<file path="config.mk">
export PLATFORM = sky130hd
export DESIGN_NAME = dma_store
export DESIGN_NICKNAME = d
export VERILOG_FILES = /design/src/rtl/rbm_dma_pkg.sv /design/src/rtl/dma_store_fifo.sv /design/src/rtl/dma_store.sv
export SDC_FILE = /design/constraint.sdc
export NUM_CORES = 1
export LEC_CHECK = 0
export BUFFER_PORTS_ARGS = -buffer_cell sky130_fd_sc_hd__buf_2
export CAP_MARGIN = 15
export CORE_ASPECT_RATIO = 1.75
export CORE_MARGIN = 2
export CORE_UTILIZATION = 30
export DETAILED_ROUTE_END_ITERATION = 8
export SYNTH_ARGS = -nofsm -noshare
export SYNTH_HDL_FRONTEND = slang
export SYNTH_SLANG_ARGS = --single-unit
export TNS_END_PERCENT = 50
</file>
<file path="constraint.sdc">
create_clock -name clk -period 3.1 [get_ports clk]
set_input_delay 0.155 -clock clk [delete_from_list [all_inputs] [get_ports clk]]
set_output_delay 0.155 -clock clk [all_outputs]
set_load 0.02 [all_outputs]
</file>
<file path="src/rtl/rbm_dma_pkg.sv">
// Shared types and defaults for the RBM accelerator DMA engines.
//   dma_state_t : transfer sequencing states (IDLE, REQ, STREAM, FIN)
//   DEF_*       : default widths for address, memory data, bus and length
//   beat_count  : number of bus beats needed to move a given element count
package rbm_dma_pkg;

    localparam int DEF_ADDR_W = 9;
    localparam int DEF_MEM_W  = 8;
    localparam int DEF_BUS_W  = 32;
    localparam int DEF_LEN_W  = 16;

    typedef enum logic [1:0] {
        IDLE,
        REQ,
        STREAM,
        FIN
    } dma_state_t;

    // Beats for len elements: one per element, or four elements per beat when packing.
    function automatic logic [31:0] beat_count(input logic [31:0] len, input logic pack);
        return pack ? ((len >> 2) + {31'd0, (len[1:0] != 2'd0)}) : len;
    endfunction

endpackage

</file>
<file path="src/rtl/dma_store_fifo.sv">
// Two-entry FIFO holding outgoing DMA write beats.
//   clk, rst   : clock, asynchronous active-high reset
//   step       : global advance enable; nothing changes while low
//   push/push_data : write one entry (caller guarantees space)
//   pop        : remove the head entry (ignored when empty)
//   head/valid : current head entry and non-empty flag
//   count      : number of stored entries (0..2)
module dma_store_fifo #(
    parameter int W = 32
) (
    input  logic         clk,
    input  logic         rst,
    input  logic         step,
    input  logic         push,
    input  logic [W-1:0] push_data,
    input  logic         pop,
    output logic [W-1:0] head,
    output logic         valid,
    output logic [1:0]   count
);

    logic [W-1:0] mem_q [2];
    logic         wr_ptr_q;
    logic         rd_ptr_q;
    logic [1:0]   cnt_q;
    logic         do_pop;

    assign do_pop = pop && (cnt_q != 2'd0);

    always_ff @(posedge clk or posedge rst) begin
        if (rst) begin
            for (int unsigned k = 0; k < 2; k++) begin
                mem_q[k] <= '0;
            end
            wr_ptr_q <= 1'b0;
            rd_ptr_q <= 1'b0;
            cnt_q    <= '0;
        end else if (step) begin
            if (push) begin
                mem_q[wr_ptr_q] <= push_data;
                wr_ptr_q        <= ~wr_ptr_q;
            end
            if (do_pop) begin
                rd_ptr_q <= ~rd_ptr_q;
            end
            case ({push, do_pop})
                2'b10:   cnt_q <= cnt_q + 2'd1;
                2'b01:   cnt_q <= cnt_q - 2'd1;
                default: cnt_q <= cnt_q;
            endcase
        end
    end

    assign head  = mem_q[rd_ptr_q];
    assign valid = (cnt_q != 2'd0);
    assign count = cnt_q;

endmodule

</file>
<file path="src/rtl/dma_store.sv">
// Write-direction DMA engine: streams the byte-wide predict-result memory to
// the host over the DMA write channel (request/grant, valid/ready beats,
// completion pulse).
//   clk, rst, step         : clock, async active-high reset, global advance enable
//   start, cfg_wr_index, cfg_wr_length : transfer launch and configuration
//   wr_request, wr_index, wr_length, wr_grant : DMA write request handshake
//   data_out, data_out_valid, data_out_ready  : write beat stream
//   wr_complete, done, busy, i                : status
//   mem_addr, mem_ren, mem_rdata              : result memory read port (1-cycle latency)
// Build option: DMA_STORE_PACK_EN packs four consecutive bytes per beat
// (little-endian, zero-padded final beat); otherwise one byte per beat.
module dma_store
    import rbm_dma_pkg::*;
#(
    parameter int ADDR_W = DEF_ADDR_W,
    parameter int MEM_W  = DEF_MEM_W,
    parameter int BUS_W  = DEF_BUS_W,
    parameter int LEN_W  = DEF_LEN_W
) (
    input  logic              clk,
    input  logic              rst,
    input  logic              step,
    input  logic              start,
    input  logic [31:0]       cfg_wr_index,
    input  logic [LEN_W-1:0]  cfg_wr_length,
    output logic              wr_request,
    output logic [31:0]       wr_index,
    output logic [31:0]       wr_length,
    input  logic              wr_grant,
    output logic [BUS_W-1:0]  data_out,
    output logic              data_out_valid,
    input  logic              data_out_ready,
    output logic              wr_complete,
    output logic              done,
    output logic              busy,
    output logic [LEN_W-1:0]  i,
    output logic [ADDR_W-1:0] mem_addr,
    output logic              mem_ren,
    input  logic [MEM_W-1:0]  mem_rdata
);

    dma_state_t       state_q, state_d;
    logic [31:0]      idx_q;
    logic [LEN_W-1:0] len_q;
    logic [LEN_W-1:0] i_q;
    logic             done_q;
    logic             inflight_q;
    logic [1:0]       fifo_count;
    logic             fifo_valid;
    logic [BUS_W-1:0] fifo_head;
    logic             fifo_push;
    logic             fifo_pop;
    logic [BUS_W-1:0] push_data;
    logic [2:0]       occ;
    logic             issue;
    logic             last_beat;

    assign fifo_pop = step && fifo_valid && data_out_ready;

    // A beat popped this cycle frees its slot in time for a new read, which is
    // what keeps one element per cycle flowing with ready held high.
`ifdef DMA_STORE_PACK_EN
    logic [BUS_W-1:0] pk_data_q;
    logic [1:0]       pk_cnt_q;
    logic [2:0]       lanes;

    // A word under assembly owns a FIFO slot from its first read onward, so
    // only the first byte of each word needs the slot check.
    assign lanes     = {1'b0, pk_cnt_q} + {2'b0, inflight_q};
    assign occ       = {1'b0, fifo_count} + {2'b0, (lanes != 3'd0)};
    assign fifo_push = step && inflight_q && ((pk_cnt_q == 2'd3) || (i_q == len_q));
    assign issue     = step && (state_q == STREAM) && (i_q < len_q) &&
                       (((lanes != 3'd0) && (lanes < 3'd4)) || (occ < 3'd2) || fifo_pop);
    assign last_beat = fifo_pop && (fifo_count == 2'd1) && !inflight_q &&
                       (i_q == len_q) && (pk_cnt_q == 2'd0);

    always_comb begin
        push_data = pk_data_q;
        for (int unsigned k = 0; k < 4; k++) begin
            if (pk_cnt_q == k[1:0]) begin
                push_data[k*MEM_W +: MEM_W] = mem_rdata;
            end
        end
    end

    always_ff @(posedge clk or posedge rst) begin
        if (rst) begin
            pk_data_q <= '0;
            pk_cnt_q  <= '0;
        end else if (step) begin
            if ((state_q == IDLE) && start) begin
                pk_data_q <= '0;
                pk_cnt_q  <= '0;
            end else if (inflight_q) begin
                if (fifo_push) begin
                    pk_data_q <= '0;
                    pk_cnt_q  <= '0;
                end else begin
                    pk_data_q <= push_data;
                    pk_cnt_q  <= pk_cnt_q + 2'd1;
                end
            end
        end
    end
`else
    assign occ       = {1'b0, fifo_count} + {2'b0, inflight_q};
    assign fifo_push = step && inflight_q;
    assign push_data = BUS_W'(mem_rdata);
    assign issue     = step && (state_q == STREAM) && (i_q < len_q) &&
                       ((occ < 3'd2) || fifo_pop);
    assign last_beat = fifo_pop && (fifo_count == 2'd1) && !inflight_q && (i_q == len_q);
`endif

    dma_store_fifo #(.W(BUS_W)) u_fifo (
        .clk       (clk),
        .rst       (rst),
        .step      (step),
        .push      (fifo_push),
        .push_data (push_data),
        .pop       (fifo_pop),
        .head      (fifo_head),
        .valid     (fifo_valid),
        .count     (fifo_count)
    );

    always_ff @(posedge clk or posedge rst) begin
        if (rst) begin
            state_q    <= IDLE;
            idx_q      <= '0;
            len_q      <= '0;
            i_q        <= '0;
            done_q     <= 1'b0;
            inflight_q <= 1'b0;
        end else if (step) begin
            state_q    <= state_d;
            inflight_q <= issue;
            if ((state_q == IDLE) && start) begin
                idx_q  <= cfg_wr_index;
                len_q  <= cfg_wr_length;
                i_q    <= '0;
                done_q <= 1'b0;
            end
            if (issue) begin
                i_q <= i_q + LEN_W'(1);
            end
            if (state_q == FIN) begin
                done_q <= 1'b1;
            end
        end
    end

    always_comb begin
        state_d     = state_q;
        wr_request  = 1'b0;
        wr_complete = 1'b0;
        busy        = 1'b1;
        unique case (state_q)
            IDLE: begin
                busy = 1'b0;
                if (start) begin
                    state_d = (cfg_wr_length == '0) ? FIN : REQ;
                end
            end
            REQ: begin
                wr_request = 1'b1;
                if (wr_grant) begin
                    state_d = STREAM;
                end
            end
            STREAM: begin
                if (last_beat) begin
                    state_d = FIN;
                end
            end
            FIN: begin
                wr_complete = 1'b1;
                state_d     = IDLE;
            end
            default: state_d = IDLE;
        endcase
    end

    assign wr_index       = idx_q;
    assign wr_length      = 32'(len_q);
    assign data_out       = fifo_head;
    assign data_out_valid = fifo_valid;
    assign done           = done_q;
    assign i              = i_q;
    assign mem_addr       = i_q[ADDR_W-1:0];
    assign mem_ren        = issue;

endmodule

</file>
## After elaboration in Yosys (flattened, before gate mapping)

Index checks and enable logic that the tools add are counted.

- Bits in registers: 136
- Output and inout port bits: 127
- Word-level logic and storage cells: 80

- Add/subtract/negate cells: 4
- Order comparisons: 5
- Equality and inequality tests: 10
- Multiplexer cells: 19
- Bitwise gates (word level): 4
- Reductions and logical operators: 27

Operators by type and width:

| operator | number |
|---|---|
| 32-bit 2-to-1 mux | 4 |
| 64-bit bitwise mux | 1 |
| 32-bit demux with 1-bit select | 1 |
| 16-bit 2-to-1 mux | 2 |
| 16-bit by 1-bit adder with 16-bit output, second input constant | 1 |
| 16-bit == test | 1 |
| 16-bit zero test | 1 |
| 16-bit less-than comparator | 1 |
| 1-bit logical AND | 12 |
| 2-bit AND reduction | 6 |
| 2-bit 2-to-1 mux | 4 |
| 2-bit case mux with 4 select lines | 1 |
| 2-bit nonzero test | 4 |
| 2-bit by 1-bit == test with 1-bit output, second input constant | 3 |
| 2-bit == test, second input constant | 3 |
| 2-bit != test, second input constant | 3 |
| 1-bit 2-to-1 mux | 5 |
| 2-bit >= comparator, second input constant | 2 |
| 1-bit NOT with 2-bit output | 2 |
| 2-bit case mux with 2 select lines | 1 |
| 4-bit AND reduction | 1 |
| 2-bit by 1-bit adder with 3-bit output | 1 |
| 3-bit by 2-bit less-than comparator with 1-bit output, second input constant | 1 |
| 2-bit by 1-bit adder with 2-bit output, second input constant | 1 |
| 6 further kinds | 7 |

## Logic depth before layout (Yosys ltp)

Gate-level depths: netlist of the first run.

- Depth in word-level cells: 8
- Depth in mapped cells: 11

## Cells and area by module

A second synthesis of the first run with hierarchy kept.

- Cell total of the unflattened synthesis: 530
- Area, all modules: 6866.6 um^2

Modules (own cells, without submodules):

| module | times used | cells an instance | area an instance (um^2) | seq. area each (um^2) |
|---|---|---|---|---|
| dma_store | 1 | 338 | 3763.6 | 1701.6 |
| dma_store_fifo | 1 | 192 | 3103.0 | 1701.6 |

## Worst setup path after synthesis of the first run

Ideal clock, no wire load.

- Path type: register -> register
- Start point: register i_q[14], in the netlist i[14]
- End point: register i_q[13], in the netlist i[13]
- Setup time: 0.126 ns
- Arrival time: 2.069 ns
- Path slack: 0.905 ns
- Cell stages (with the launch flop): 9
- Path buffers: 1
- Period minus slack after synthesis: 2.195 ns
- Cell sequence: dfrtp_1 > ha_1 > nand4_1 > nor4_1 > o21ai_1 > nand3_2 > buf_2 > nor3b_1 > a221o_1

- Longest elaborated chain between the ends: 5

RTL lines:

| item | RTL line | text |
|---|---|---|
| from (decl) | dma_store.sv:45 | `logic [LEN_W-1:0] i_q;` |
| from (signal assigned) | dma_store.sv:144 | `i_q <= i_q + LEN_W'(1);` |
| 16-bit less-than comparator (*) | dma_store.sv:109 | `assign issue = step && (state_q == STREAM) && (i_q < len_q) &&` |
| 1-bit logical AND (*) (2 in a row) | dma_store.sv:109 |  |
| 2-bit nonzero test (no line) | -- |  |
| 2-bit AND reduction (no line) | -- |  |

Mark *: on every way between the ends. The rest lies on a longest branch, timed or not.
A chain may end at the register's enable or synchronous reset.

## Final worst setup path of the first run

- Start point: register u_fifo.cnt_q[0], in the netlist u_fifo.count[0]
- End point: output mem_ren

- Longest elaborated chain between the ends: 5

RTL lines:

| item | RTL line | text |
|---|---|---|
| from (decl) | dma_store_fifo.sv:25 | `logic [1:0] cnt_q;` |
| from (signal assigned) | dma_store_fifo.sv:47 | `2'b10: cnt_q <= cnt_q + 2'd1;` |
| from (signal assigned) | dma_store_fifo.sv:48 | `2'b01: cnt_q <= cnt_q - 2'd1;` |
| from (signal assigned) | dma_store_fifo.sv:49 | `default: cnt_q <= cnt_q;` |
| parallel branches: the longest is 3 deep, another holds 2-bit by 1-bit adder with 3-bit output | -- |  |
| 1-bit logical OR (*) | dma_store.sv:110 | `((occ < 3'd2) \|\| fifo_pop);` |
| 1-bit logical AND (*) | dma_store.sv:109 |  |
| to (decl) | dma_store.sv:38 | `output logic mem_ren,` |

Mark *: on every way between the ends.

==> results of run 1 <==
==> sequential cells by signal, indices dropped and copies added (netlist names), 2 cells and up <==
name          count
wr_index         32
i                16
len_q            16
u_fifo.mem_q     16
state_q           2
u_fifo.count      2
==> worst paths after layout <==
kind,startpoint,endpoint,slack (ns),cells after the start
max in group asynchronous,rst,wr_index[9],1.81,4
min reg2reg,u_fifo.wr_ptr_q,u_fifo.wr_ptr_q,0.50,2
max,u_fifo.count[0],mem_ren,0.22,8
min,cfg_wr_index[19],wr_index[19],0.05,2
min in group asynchronous,rst,len_q[10],0.45,3
max reg2reg,i[14],i[11],0.44,8
==> through the flow <==
stage | cells | total power [mW] | instance area (um^2)
2_1_floorplan | 447 | 3.54 | 4810
3_3_place_gp | 725 | 4.23 | 5390
3_5_place_dp | 725 | 4.30 | 5390
4_1_cts | 742 | 5.45 | 5700
5_1_grt | 742 | 5.74 | 5700
6_report | 742 | 5.36 | 5700
==> cells in the final DEF, fill, tap and decap left out, types with 3 or more instances in the layout <==
cell type  instances
nor3_1             6
nand3_1           14
a221o_1            3
nand3_2            3
a21oi_1           14
nor2b_1            4
a21o_1             3
clkbuf_16          9
mux2_2            72
o21ai_1            4
nor4_1             5
conb_1            40
dfrtp_1           88
nand2_1           16
inv_1             32
nand4_1            6
or3_1              5
buf_2            148
ha_1              25
buf_4              5
nor2_1             7
o21ai_0           10
==> critical path, delay by kind of cell (launching register included) <==
kind | cells | cell delay [ns]
simple gates | 2 | 0.66
buf+inv | 3 | 0.67
compound gates | 2 | 0.43
flops | 1 | 0.41
fa+ha+maj | 1 | 0.21
==> per-layer routing <==
metal  up-vias  part of all wire (%)  routed length [um]
met2       147                    54                6320
met4         0                   4.7                 544
met3        29                   5.8                 672
met5         -                     0                   0
li1       1609                     -                   -
met1      1666                    35                4120
==> power groups by stage <==
stage	registers (mW)	logic (mW)	clock network [mW]
4_1_cts	1.96	2.33	1.16
3_5_place_dp	1.98	2.32	0
5_1_grt	2.04	2.49	1.21
6_report	1.95	2.29	1.12
2_1_floorplan	2.32	1.22	0
3_3_place_gp	1.95	2.27	0
==> cell families (layout without fill, tap and decap cells) <==
kind of cell	count (synthesis)	after routing	synth area share, %
AO/OA/AOI/OAI	45	45	6.36
multiplexers	73	73	17.6
adder cells (fa/ha/maj)	25	25	6.71
other	1	40	0.0805
AND/OR/NAND/NOR	77	77	9.10
buffers and inverters	95	204	12.1
flip-flops	88	88	47.3
XOR/XNOR	4	4	0.752
==> final cells by class <==
type                    count  area share (%)
flip-flops and latches     88            38.6
multi-input cells         264            35.9
repair buffers            154            13.8
clock buffers              11            4.26
well taps                 186            4.08
inverters                  34            2.26
clock inverters             5            1.10
==> what timing repair did <==
item,in CTS,in global routing
hold endpoints to repair,37,0
hold buffers,1,0
setup buffers,0,0
endpoints found under the setup margin,0,0
==> flow_summary_export.csv, run 1 <==
group,metric,value,unit
status,status,"completed",
worst_setup_path,worst_ep_arrival_time,2.72,ns
die,die_x,98.2,um
detailed_routing,wirelength,11.7,mm
grt,met2_usage,26.3,%
synth,ys_ff_latch,88,
grt,grtUsageTotal,14.4,%
grt,grt_pass1_vias,3698,
worst_hold_path,hold_path_class,"primary input to flip-flop",
synth,syn_area,4660,um^2
timing,fin_crit_sh,92.9,%
layout,area_growth,22.4,%
layout,n_antenna_cell,0,
layout,drive_above_1_share,45.0,%
worst_setup_path,max_stage_delay,0.41,ns
synth,synth_area_leaders,"dfrtp_1 (47%), mux2_2 (17%), buf_4 (8.2%)",
synth,synth_edf_count,0,
power,ir_drop,424,uV
grt,met3_usage,3.06,%
place,dp_hpwl,9.13,mm
die,initial_utilization,30.4,%
die,die_area,16600,um^2
synth,ys_types,45,
detailed_routing,postRouteAntennaNets,0,
place,portBuffers,148,
timing,timing.hold.ws,0.0459,ns
clock_tree,clk_pin_slew_worst_paths,0.07,ns
clock_tree,cts_inserted_buffers,9,
worst_setup_path,slowest_stage,"dfrtp_1",
grt,grt_max_degree,40,
timing,fmax,347,MHz
timing,worst_pin_slew,0.723,ns
grt,antenna_found_initial,0,
detailed_routing,viasPerCell,4.65,
die,die_h,169,um
grt,grt_overflow,0,
synth,synth.avg_cell_area,11.4,um^2
power,p_leak,2.94,nW
layout,utilization,37.2,%
worst_setup_path,cp_cell_sequence,"inv_1 -> ha_1 -> and3b_1 -> o2111ai_1 -> a211oi_2 -> nand3_2 -> inv_2 -> buf_2",
place,routabilityCongestion,0.768,
clock_tree,clock_latency,0.34,ns
power,switchingPower,2.12,mW
detailed_routing,first_pass_iters,4,
layout,fin_nets,638,
synth,ys_seq_area_share,47.3,%
clock_tree,cts.path.max_buffers,2,
worst_setup_path,cp.required,2.94,ns
clock_tree,h-tree-depth,3,
synth,ys.flop_type,"dfrtp_1",
clock_tree,cts_sinks,88,
timing,max-slew-margin-rel,51.4,%
place,dp_worst_setup_slack,0.446,ns
worst_setup_path,endpoint_kind,"output pin",
clock_tree,root_buffer,"clkbuf_16",
timing,slew_violations,0,
power,intPower,3.24,mW
die,num_rows,60,
synth,netlist.area_leader.share,47.3,%
worst_setup_path,path_max_fanout,17,
layout,final-seq-area,2200,um^2
synth,synth.largest_area_cell,"dfrtp_1",
layout,multi_input_area,2040,um^2
synth,synth-async-reset-ratio,100,%
worst_setup_path,critPathLaunchType,"flip-flop",
clock_tree,cts_resized,0,
detailed_routing,drtIter0Drc,105,
synth,ys_top_cells_by_count,"dfrtp_1 (88), mux2_2 (72), buf_4 (51)",
run,cap_viol_max_count,0,
timing,period_needed,2.88,ns
grt,grt_busiest_layer,"met2",
synth,synth.most_common_cell,"dfrtp_1",
power,p_comb_share,42.6,%
timing,finalSetupViolations,0,
detailed_routing,num_vias,3451,
die,core_area,15300,um^2
worst_setup_path,crit_type,"flip-flop to output pin",
die,io_pins,189,
detailed_routing,drcViolationCount,0,
power,p_sw_share,39.5,%
timing,fin_setup_tns,0,ns
clock_tree,cts_tree,"built",
grt,grt_pass1_wl,18.8,mm
detailed_routing,detail_route.wl_per_cell,15.7,um
synth,ys_warn_count,0,
power,clkPwrFrac,20.9,%
timing,final.setup_skew,0.0111,ns
timing,rsz0062_at_grt,"false",
timing,worst_slack,0.222,ns
synth,syn-instance-count,408,
timing,final-hold-violation-count,0,
power,p_per_area,940,nW/um^2
power,seq_power_share,36.5,%
layout,nFillCells,1547,
grt,use_met1,15.3,%
Note: power is estimated with default switching activity, not from simulation.
==> inputs of run 2 (changes only) <==
HOLD_SLACK_MARGIN = 0.02   (was default)
clock period = 3.4 ns   (was 3.1 ns; I/O delays follow)
==> run 2 against run 1 <==
Sequential cell count unchanged. First-iteration DRC count grew 8.6%. Die area is the same. Utilization about the same. Setup slack improved by 0.30 ns. Worst hold slack better by 0.019 ns. Global-route usage shrank 0.72 points. Non-clock buffer count shrank 3. Cell count is 0.40% lower. Combinational power decreased by 10%.
==> flow_summary_export.csv, run 2 (synthesis gave the netlist of run 1 again) <==
group,metric,value,unit
status,status,"completed",
timing,slew_violations,0,
worst_setup_path,cp.required,3.23,ns
worst_setup_path,critPathLaunchType,"flip-flop",
layout,layout_common_cells,"buf_2 (148), dfrtp_1 (88), mux2_2 (72), conb_1 (40), inv_1 (32)",
clock_tree,cts_resized,0,
layout,multi_input_area,2040,um^2
timing,fmax,348,MHz
die,die_h,169,um
worst_setup_path,path_max_fanout,17,
clock_tree,cts.path.max_buffers,2,
layout,area_growth,22.2,%
timing,rsz0062_at_grt,"false",
detailed_routing,drtIter0Drc,114,
worst_setup_path,worst_ep_arrival_time,2.71,ns
power,finalPower,4.91,mW
layout,nFillCells,1573,
power,ir_drop,469,uV
clock_tree,cts_setup_buffers,0,
layout,final-seq-area,2200,um^2
clock_tree,cts_inserted_buffers,9,
die,initial_utilization,30.4,%
grt,antenna_found_initial,0,
place,dp_worst_setup_slack,0.764,ns
clock_tree,root_buffer,"clkbuf_16",
layout,stdcell_area,5690,um^2
detailed_routing,first_pass_iters,4,
layout,fin_nets,635,
worst_setup_path,crit_type,"flip-flop to output pin",
die,core_area,15300,um^2
timing,period_needed,2.88,ns
grt,grtUsageTotal,13.6,%
worst_setup_path,endpoint_kind,"output pin",
die,io_pins,189,
grt,grt_pass1_wl,17.8,mm
detailed_routing,postRouteAntennaNets,0,
layout,utilization,37.2,%
timing,final-hold-violation-count,0,
clock_tree,h-tree-depth,3,
timing,worst_pin_slew,0.747,ns
place,dpl.cell_count,722,
timing,fin_setup_tns,0,ns
layout,stdcell_count,739,
layout,largest_register_ffs,32,
die,num_rows,60,
layout,n_antenna_cell,0,
detailed_routing,num_vias,3444,
die,die_x,98.2,um
timing,finalSetupViolations,0,
detailed_routing,viasPerCell,4.66,
timing,final.setup_skew,0.00793,ns
place,dp_hpwl,8.84,mm
die,die_area,16600,um^2
timing,max-slew-margin-rel,50.1,%
clock_tree,clk_pin_slew_worst_paths,0.07,ns
layout,drive_above_1_share,44.8,%
detailed_routing,detail_route.wl_per_cell,15.3,um
layout,layout_commonest_cell,"buf_2",
grt,grt_max_degree,56,
place,routabilityCongestion,0.806,
timing,fin_crit_sh,84.6,%
run,cap_viol_max_count,0,
clock_tree,cts_sinks,88,
power,p_leak,2.94,nW
timing,timing.hold.ws,0.0644,ns
place,place_area,5360,um^2
worst_hold_path,hold_path_class,"primary input to flip-flop",
clock_tree,cts_tree,"built",
grt,grt_overflow,0,
power,p_per_area,862,nW/um^2
grt,grt_pass1_vias,3454,
clock_tree,clock_latency,0.33,ns
detailed_routing,wirelength,11.3,mm
place,portBuffers,148,
detailed_routing,drcViolationCount,0,
timing,worst_slack,0.522,ns
run 2: routing by layer:
metal | GRT usage (%) | wire length [um]
met5 | 0 | 0
met3 | 2.73 | 633
met2 | 25.9 | 6270
met4 | 5.36 | 315
met1 | 14.6 | 4100
run 2: area by class of cell:
cell class,count,area share (%)
clock buffer,9,3.96
inverter,34,2.26
timing repair buffer,151,13.4
multi-input combinational,264,35.9
sequential,88,38.7
clock inverter,7,1.67
tap,186,4.09
run 2: worst max-delay path, stage by stage, from the launching register on:
cell       delay, ns
dfrtp_1         0.41
inv_1           0.06
ha_1            0.21
and3b_1         0.32
o2111ai_1       0.17
a211oi_2        0.25
nand3_2         0.35
inv_2           0.37
buf_2           0.23
run 2: worst paths after layout:
kind	depth (start not counted)	slack, ns	start	to
worst max-delay path	8	0.52	u_fifo.count[0]	mem_ren
worst min-delay path	2	0.06	cfg_wr_index[7]	wr_index[7]
worst max register to register	8	0.76	i[13]	i[11]
worst min register to register	2	0.50	u_fifo.wr_ptr_q	u_fifo.wr_ptr_q
max in group asynchronous	4	1.83	rst	wr_index[30]
min in group asynchronous	3	0.42	rst	wr_index[31]
run 2: timing repair:
item / in CTS / in global routing
setup endpoints to repair: 0 / 0
endpoints found under the hold margin: 33 / 0
hold buffers: 1 / 0
run 2: where the power goes:
part | total (mW) | internal, mW | leakage, nW | switching (mW)
Combinational | 2.06 | 0.866 | 1.69 | 1.20
Sequential | 1.78 | 1.49 | 1.10 | 0.292
Clock | 1.07 | 0.645 | 0.156 | 0.423
Total | 4.91 | 3.00 | 2.94 | 1.91
==> inputs of run 3 (changes only) <==
clock period = 2.8 ns   (was 3.4 ns; I/O delays follow)
==> run 3 against run 2 <==
Sequential cell count unchanged. Utilization increased by 0.59 points. Final area increased by 1.6%. First-iteration DRC count decreased by 14%. Combinational power increased by 23%. Register-to-register slack got worse by 0.43 ns.
==> flow_summary_export.csv, run 3 (synthesis gave the netlist of run 1 again) <==
group,metric,value,unit
status,status,"completed",
power,finalPower,6.15,mW
clock_tree,root_buffer,"clkbuf_16",
detailed_routing,drtIter0Drc,98,
detailed_routing,first_pass_iters,4,
power,p_leak,2.99,nW
die,num_rows,60,
timing,finalSetupViolations,0,
layout,area_growth,24.1,%
grt,grtUsageTotal,14.0,%
die,die_h,169,um
worst_hold_path,hold_path_class,"primary input to flip-flop",
layout,nFillCells,1555,
grt,grt_max_degree,52,
place,dp_worst_setup_slack,0.317,ns
timing,final.setup_skew,0.00527,ns
layout,fin_nets,639,
die,initial_utilization,30.4,%
timing,period_needed,2.52,ns
clock_tree,h-tree-depth,3,
clock_tree,cts_sinks,88,
worst_setup_path,critPathLaunchType,"flip-flop",
clock_tree,cts.path.max_buffers,2,
power,p_per_area,1060,nW/um^2
layout,n_antenna_cell,0,
timing,worst_slack,0.275,ns
layout,layout_commonest_cell,"buf_2",
timing,fmax,396,MHz
worst_hold_path,hold_start,"cfg_wr_index[30]",
place,dp_hpwl,8.87,mm
detailed_routing,viasPerCell,4.64,
worst_setup_path,endpoint_kind,"output pin",
worst_setup_path,max_stage_delay,0.40,ns
layout,multi_input_area,2040,um^2
clock_tree,clk_pin_slew_worst_paths,0.06,ns
detailed_routing,detail_route.wl_per_cell,15.6,um
layout,largest_register_ffs,32,
worst_setup_path,cp_cell_sequence,"inv_1 -> ha_1 -> and3b_1 -> o2111ai_1 -> a211oi_2 -> nand3_2 -> inv_2 -> buf_2",
timing,fin_setup_tns,0,ns
clock_tree,cts_setup_buffers,0,
layout,layout_common_cells,"buf_2 (148), dfrtp_1 (88), mux2_2 (72), conb_1 (40), inv_1 (32)",
timing,fin_crit_sh,90.2,%
clock_tree,cts_tree,"built",
worst_setup_path,r2r_start,"i[14]",
grt,grt_pass1_vias,3562,
worst_setup_path,crit_start,"u_fifo.count[0]",
timing,final-hold-violation-count,0,
worst_setup_path,cp.required,2.66,ns
die,die_area,16600,um^2
timing,slew_violations,0,
die,io_pins,189,
detailed_routing,num_vias,3448,
worst_setup_path,crit_type,"flip-flop to output pin",
worst_setup_path,path_max_fanout,17,
grt,antenna_found_initial,0,
clock_tree,cts_inserted_buffers,9,
layout,drive_above_1_share,45.1,%
power,ir_drop,457,uV
place,portBuffers,148,
clock_tree,holdBufCountCts,2,
clock_tree,cts_resized,0,
layout,final-seq-area,2200,um^2
grt,grt_pass1_wl,18.3,mm
detailed_routing,postRouteAntennaNets,0,
timing,rsz0062_at_grt,"false",
layout,utilization,37.8,%
timing,max-slew-margin-rel,44.8,%
die,core_area,15300,um^2
run,cap_viol_max_count,0,
worst_setup_path,slowest_stage,"dfrtp_1",
place,routabilityCongestion,0.819,
detailed_routing,drcViolationCount,0,
timing,worst_pin_slew,0.827,ns
timing,timing.hold.ws,0.0387,ns
detailed_routing,wirelength,11.6,mm
grt,grt_overflow,0,
die,die_x,98.2,um
worst_setup_path,worst_ep_arrival_time,2.38,ns
clock_tree,clock_latency,0.33,ns
## run 3: metal layers
metal | routed length [um] | up-vias | part of all wire, % | track usage, %
met3 | 628 | 16 | 5.4 | 2.48
met1 | 4230 | 1676 | 37 | 14.9
met4 | 372 | 0 | 3.2 | 6.25
met2 | 6340 | 146 | 55 | 26.3
li1 | - | 1610 | - | -
met5 | 0 | - | 0 | 0
## run 3: final timing paths
check,depth (start not counted),to,slack [ns]
max,8,mem_ren,0.28
min,2,wr_index[30],0.04
max reg2reg,8,i[9],0.33
min reg2reg,1,wr_index[5],0.50
max in group asynchronous,4,len_q[1],1.58
min in group asynchronous,3,len_q[11],0.49
## run 3: area by class of cell
type / instances / share of cell area (%)
clock buffers: 12 / 4.61
clock inverters: 4 / 1.71
inverters: 34 / 2.23
multi-input cells: 264 / 35.3
flip-flops and latches: 88 / 38.1
well taps: 186 / 4.02
repair buffers: 155 / 14.0
## run 3: power breakdown
group          internal [mW]  switching, mW  leakage, nW  total [mW]
clock                  0.948          0.511        0.179        1.46
sequential              1.80          0.348         1.10        2.15
combinational           1.06           1.47         1.71        2.54
total                   3.82           2.33         2.99        6.15
## run 3: worst max-delay path, delay by kind of cell, from the launching register on
kind            cells  cell delay [ns]
compound gates      2             0.44
fa+ha+maj           1             0.20
buf+inv             3             0.56
flops               1             0.40
simple gates        2             0.45
## run 3: stage by stage
stage | instances | cell area (um^2)
3_3_place_gp | 725 | 5400
4_1_cts | 743 | 5780
5_1_grt | 743 | 5780
3_5_place_dp | 725 | 5400
6_report | 743 | 5780
2_1_floorplan | 447 | 4810
